### src/rtl/fc_classifier.sv
// rtl/fc_classifier.sv - fully connected classifier: per-class MAC, bias with saturation, argmax
module fc_classifier #(
    parameter int CLASS_NUM  = 2,
    parameter int INPUT_SIZE = 30,
    parameter int D_WL       = 24,
    parameter int FL         = 14
) (
    input  logic                          clk,
    input  logic                          rst,
    input  logic                          clr,
    input  logic                          in_valid,
    output logic                          in_ready,
    input  logic signed [D_WL-1:0]        x,
    output logic [((INPUT_SIZE > 1) ? $clog2(INPUT_SIZE) : 1)-1:0] w_addr,
    input  logic [CLASS_NUM*D_WL-1:0]     w_i,
    input  logic [CLASS_NUM*D_WL-1:0]     b_i,
    output logic                          o_valid,
    input  logic                          o_ready,
    output logic [CLASS_NUM*D_WL-1:0]     f_o,
    output logic [((CLASS_NUM > 1) ? $clog2(CLASS_NUM) : 1)-1:0] cls_o,
    output logic signed [D_WL-1:0]        max_o
);
    localparam int CLS_W = (CLASS_NUM > 1) ? $clog2(CLASS_NUM) : 1;
    localparam int IDX_W = (INPUT_SIZE > 1) ? $clog2(INPUT_SIZE) : 1;
    localparam int ACC_W = 2 * D_WL + IDX_W + 1;
    localparam logic [IDX_W-1:0] LAST_IDX = IDX_W'(INPUT_SIZE - 1);
    localparam logic [CLS_W-1:0] LAST_CLS = CLS_W'(CLASS_NUM - 1);
    localparam logic signed [ACC_W:0] SUM_MAX = (ACC_W+1)'((64'sd1 <<< (D_WL - 1)) - 64'sd1);
    localparam logic signed [ACC_W:0] SUM_MIN = ~SUM_MAX;
    localparam logic signed [D_WL-1:0] OUT_MAX = {1'b0, {(D_WL-1){1'b1}}};
    localparam logic signed [D_WL-1:0] OUT_MIN = {1'b1, {(D_WL-1){1'b0}}};

    typedef enum logic [1:0] {ACC, BIAS, ARG, OUT} state_t;

    state_t                   state;
    logic [IDX_W-1:0]         idx;
    logic [CLS_W-1:0]         arg_idx;
    logic [CLS_W-1:0]         best_idx;
    logic signed [D_WL-1:0]   best_val;
    logic signed [ACC_W-1:0]  acc    [CLASS_NUM];
    logic signed [D_WL-1:0]   score  [CLASS_NUM];
    logic signed [2*D_WL-1:0] prod   [CLASS_NUM];
    logic signed [ACC_W:0]    sum    [CLASS_NUM];
    logic signed [D_WL-1:0]   biased [CLASS_NUM];
    logic signed [D_WL-1:0]   cand;
    logic                     take;
    logic signed [D_WL-1:0]   next_val;
    logic [CLS_W-1:0]         next_idx;

    assign in_ready = (state == ACC);
    assign w_addr   = (state == ACC) ? idx : '0;

    always_comb begin
        for (int j = 0; j < CLASS_NUM; j++) begin
            prod[j] = x * $signed(w_i[j*D_WL +: D_WL]);
            // arithmetic shift floors toward minus infinity; no rounding term
            sum[j]  = (ACC_W+1)'(acc[j] >>> FL) + (ACC_W+1)'($signed(b_i[j*D_WL +: D_WL]));
            if (sum[j] > SUM_MAX)
                biased[j] = OUT_MAX;
            else if (sum[j] < SUM_MIN)
                biased[j] = OUT_MIN;
            else
                biased[j] = sum[j][D_WL-1:0];
        end
        cand     = score[arg_idx];
        take     = (arg_idx == '0) || (cand > best_val);
        next_val = take ? cand : best_val;
        next_idx = take ? arg_idx : best_idx;
    end

    always_ff @(posedge clk) begin
        if (rst) begin
            state    <= ACC;
            idx      <= '0;
            arg_idx  <= '0;
            best_idx <= '0;
            best_val <= '0;
            o_valid  <= 1'b0;
            f_o      <= '0;
            cls_o    <= '0;
            max_o    <= '0;
            for (int j = 0; j < CLASS_NUM; j++) begin
                acc[j]   <= '0;
                score[j] <= '0;
            end
        end else if (clr) begin
            state   <= ACC;
            idx     <= '0;
            arg_idx <= '0;
            o_valid <= 1'b0;
            for (int j = 0; j < CLASS_NUM; j++)
                acc[j] <= '0;
        end else begin
            case (state)
                ACC: begin
                    if (in_valid) begin
                        for (int j = 0; j < CLASS_NUM; j++)
                            acc[j] <= acc[j] + ACC_W'(prod[j]);
                        if (idx == LAST_IDX) begin
                            idx   <= '0;
                            state <= BIAS;
                        end else begin
                            idx <= idx + 1'b1;
                        end
                    end
                end
                BIAS: begin
                    for (int j = 0; j < CLASS_NUM; j++) begin
                        score[j] <= biased[j];
                        acc[j]   <= '0;
                    end
                    arg_idx <= '0;
                    state   <= ARG;
                end
                ARG: begin
                    best_val <= next_val;
                    best_idx <= next_idx;
                    if (arg_idx == LAST_CLS) begin
                        // results are published together so they only change on entry to OUT
                        for (int j = 0; j < CLASS_NUM; j++)
                            f_o[j*D_WL +: D_WL] <= score[j];
                        max_o   <= next_val;
                        cls_o   <= next_idx;
                        o_valid <= 1'b1;
                        arg_idx <= '0;
                        state   <= OUT;
                    end else begin
                        arg_idx <= arg_idx + 1'b1;
                    end
                end
                OUT: begin
                    if (o_ready) begin
                        o_valid <= 1'b0;
                        state   <= ACC;
                    end
                end
                default: state <= ACC;
            endcase
        end
    end
endmodule

### config.mk
export PLATFORM = sky130hd
export DESIGN_NAME = fc_classifier
export DESIGN_NICKNAME = d
export VERILOG_FILES = /design/src/rtl/fc_classifier.sv
export SDC_FILE = /design/constraint.sdc
export NUM_CORES = 2
export LEC_CHECK = 0
export ABC_AREA = 1
export CAP_MARGIN = 25
export CORE_MARGIN = 8
export CORE_UTILIZATION = 23
export CTS_BUF_LIST = sky130_fd_sc_hd__clkbuf_16
export DETAILED_ROUTE_END_ITERATION = 10
export SLEW_MARGIN = 5
export SYNTH_ARGS = -nofsm -noshare
export SYNTH_HDL_FRONTEND = slang
export SYNTH_SLANG_ARGS = --single-unit
### constraint.sdc
create_clock -name clk -period 10.7 [get_ports clk]
set_clock_uncertainty 0.15 [all_clocks]
set_input_delay 2.14 -clock clk [delete_from_list [all_inputs] [get_ports clk]]
set_output_delay 2.14 -clock clk [all_outputs]
set_load 0.02 [all_outputs]
==> results by group <==
GRT
  • Met3 usage: 3.07%
  • GR met1 Demand/Resource: 18.5%
  • Top Usage Layer GRT: met2
  • Number of global-route vias before repair: 54,900
  • GR Layer Usage met2: 20.7%
  • GRT Total Usage: 13.2%
  • Grt total ovfl: 0
  • Largest net degree at the start of global routing: 99
  • Initial antenna violation count: 61
  • First-pass GRT wire length: 322,000 um

CTS
  • Post-CTS resize count: 0
  • TritonCTS clock tree: built
  • Cts bufs inserted: 34
  • Clock sink count: 264
  • Worst skew pair latency: 0.57 ns
  • Clk buf depth: 3
  • Root buf cell: clkbuf_16
  • Clock-pin slew on the worst setup and hold paths: 0.06 ns
  • H-tree levels: 2
  • # Post-CTS Setup Buffers: 0
  • Post-CTS Hold Fix Bufs: 0

Placed design
  • Place WS: 0.848 ns
  • Port bufs: 204
  • DP HPWL: 174,000 um
  • Final GP Congestion: 0.924

Timing
  • Final Setup Violations: 0
  • Setup slack after layout: 1.22 ns
  • Crit share post-route: 88.6%
  • Rel. slew slack: 26.5%
  • Least-Margin Pin Slew: 1.10 ns
  • RSZ-0062 raised after global routing: false
  • Fmax: 106 MHz
  • Post-route setup TNS: 0 ns
  • Min Tclk post-route: 9.48 ns
  • Final Hold Vio Count: 0
  • Count of pins over their slew limit: 0

Flow run
  • Max-cap viol count: 0

Drt
  • Residual DRC: 0
  • DRT iter0 DRCs: 4,237
  • Via Count: 52,900
  • Remaining antenna violation count after routing: 0
  • DRT Pass-1 Iters: 6
  • Post-DR vias/cell: 4.28
  • Post-detailed-routing wire length: 205,000 um
  • Post-DR wirelength/cell: 16.5 um

Logic synthesis
  • Post-synth ARST share: 0%
  • Distinct cells, synth: 50
  • YS warnings: 0
  • Sequential area share after synthesis: 10.3%
  • Mapped cell area: 66,300 um^2
  • Mean Syn Cell Area: 7.84 um^2
  • Syn_nets: 10,400
  • Primary FF master, synth: edfxtp_1
  • EDFF count, synth: 156
  • Cells after synthesis: 8,456
  • Flops & latches, synth: 264

Setup path
  • CP arrival: 9.72 ns
  • R2R Setup Slk: 4.87 ns
  • Max FO, Critical Path: 15
  • Req. time, crit path: 10.94 ns
  • R2R depth: 21
  • Crit end category: register
  • Critical Path Source Type: input pin
  • Setup CP Type: in -> reg

Floorplanning
  • Die W: 553 um
  • Die Y: 553 um
  • I/O pin count: 205
  • Core area: 287,000 um^2
  • Die ar.: 306,000 um^2
  • Initial Utilization: 23.1%
  • Row cnt: 197

Finish
  • Final #Nets: 10,500
  • Fraction of layout cells with a size suffix above 1: 3.30%
  • Fillers: 31,300
  • Register area: 6850 um^2
  • P&R area growth vs syn: 11.6%
  • Multi-input gate area: 49,300 um^2

Min path
  • WHS Path Cells: 2
  • Hold Path Class: reg -> reg

Outcome
  • Status: complete, no violations
-- worst max-delay path: stages --
cell,delay [ns]
clkdlybuf4s50_1,1.14
buf_4,0.33
nand2_1,0.09
fa_1,0.49
fa_1,0.54
inv_1,0.05
fa_1,0.52
fa_1,0.58
fa_1,0.43
fa_1,0.49
inv_1,0.05
fa_1,0.50
inv_1,0.05
ha_1,0.39
nand2_1,0.12
nor2_1,0.14
nand2_1,0.08
nor4_1,0.45
buf_4,0.24
a21oi_1,0.06
inv_1,0.16
nand3_1,0.10
nand2_1,0.13
nand2_1,0.06
nand2_1,0.08
o21ai_0,0.07
a21oi_1,0.21
-- registers in the layout, indices dropped and copies added (netlist names), named ones only --
name      cells
acc         108
f_o          48
score        48
best_val     24
max_o        24
idx           5
state         2
arg_idx       1
best_idx      1
cls_o         1
o_valid       1
-- layer usage --
metal,part of all wire (%),wire length [um],vias up
met1,46,93700,26100
met2,43,88400,1718
li1,-,-,24700
met5,0.13,276,-
met4,2.5,5210,48
met3,8.3,16900,313
-- metrics by stage --
stage	std cells	hold WS (ns)	utilization, %	instance area (um^2)
2_1_floorplan	8456	0.295	-	66300
3_3_place_gp	12300	0.303	25.3	72800
3_5_place_dp	12300	0.310	25.3	72800
4_1_cts	12300	0.320	25.7	74000
5_1_grt	12300	0.344	25.7	74000
6_report	12400	0.321	25.8	74000
-- logic make-up (layout without fill, tap and decap cells) --
logic type / after synthesis / count (layout) / share of synthesized area (%)
compound gates: 747 / 747 / 6.23
xor+xnor: 66 / 66 / 0.871
fa+ha+maj: 1826 / 1826 / 50.0
buf+inv: 2703 / 2804 / 15.4
flops: 264 / 264 / 10.3
mux: 23 / 23 / 0.390
other cells: 0 / 21 / 0
simple gates: 2827 / 2827 / 16.8
-- cell usage after synthesis, types with 4 or more instances --
cell type	count	share of area (%)
buf_6	7	0.12
a21boi_0	5	0.057
nor3_1	31	0.23
o211ai_1	6	0.068
inv_1	2416	14
nand4_1	21	0.20
a21oi_1	373	2.8
o221ai_1	4	0.053
o21ai_0	226	1.7
nand2_2	21	0.20
edfxtp_1	156	7.1
o21a_1	49	0.55
nand3_2	8	0.12
fa_1	1372	41
a31oi_1	21	0.20
nor2_1	471	2.7
nor3b_1	4	0.045
ha_1	454	8.6
xor2_1	53	0.70
o21bai_1	24	0.27
mux2_2	23	0.39
o21ai_2	4	0.053
dfxtp_1	108	3.3
buf_1	42	0.24
nand3b_1	4	0.045
xnor2_1	13	0.17
a21o_1	11	0.12
nor2_2	12	0.11
a21oi_2	8	0.11
nand2_1	2042	12
nor4_1	10	0.094
and2_1	6	0.057
clkbuf_1	228	1.3
nand3_1	191	1.4
-- placed cells by master (no fill, tap or decap), types with 6 or more instances in the layout --
cell,count
o21a_1,49
o21ai_0,225
inv_1,2418
nand2_2,21
nand2_1,2042
edfxtp_1,156
buf_2,23
nand3_1,190
nor3_1,31
nor2_1,470
diode_2,21
nor2_2,12
xnor2_1,13
dfxtp_1,108
a21oi_2,8
nand4_1,21
buf_4,113
clkdlybuf4s50_1,180
and2_1,6
nor4_1,10
xor2_1,53
ha_1,454
a31oi_1,21
fa_1,1372
a21o_1,11
nand3_2,8
a21oi_1,373
o21bai_1,24
o211ai_1,6
clkinv_1,7
mux2_2,23
clkbuf_16,36
-- path summary, 6_finish.rpt --
| kind | to | from |
|---|---|---|
| setup / recovery | acc[0][40] | w_i[11] |
| hold / removal | best_idx | best_idx |
| setup reg to reg | acc[0][40] | acc[0][23] |
| hold reg to reg | best_idx | best_idx |
-- area by class of cell --
class | instances | area share [%]
clock buffer | 36 | 1.22
multi-input combinational | 5489 | 66.6
sequential | 264 | 9.25
tap | 3781 | 6.39
antenna | 21 | 0.0710
inverter | 2422 | 12.3
clock inverter | 25 | 0.321
timing repair buffer | 321 | 3.86
Power is left out: the tool's default activity adds up to more than one toggle a clock period on the data nets, which glitch-free logic cannot reach.
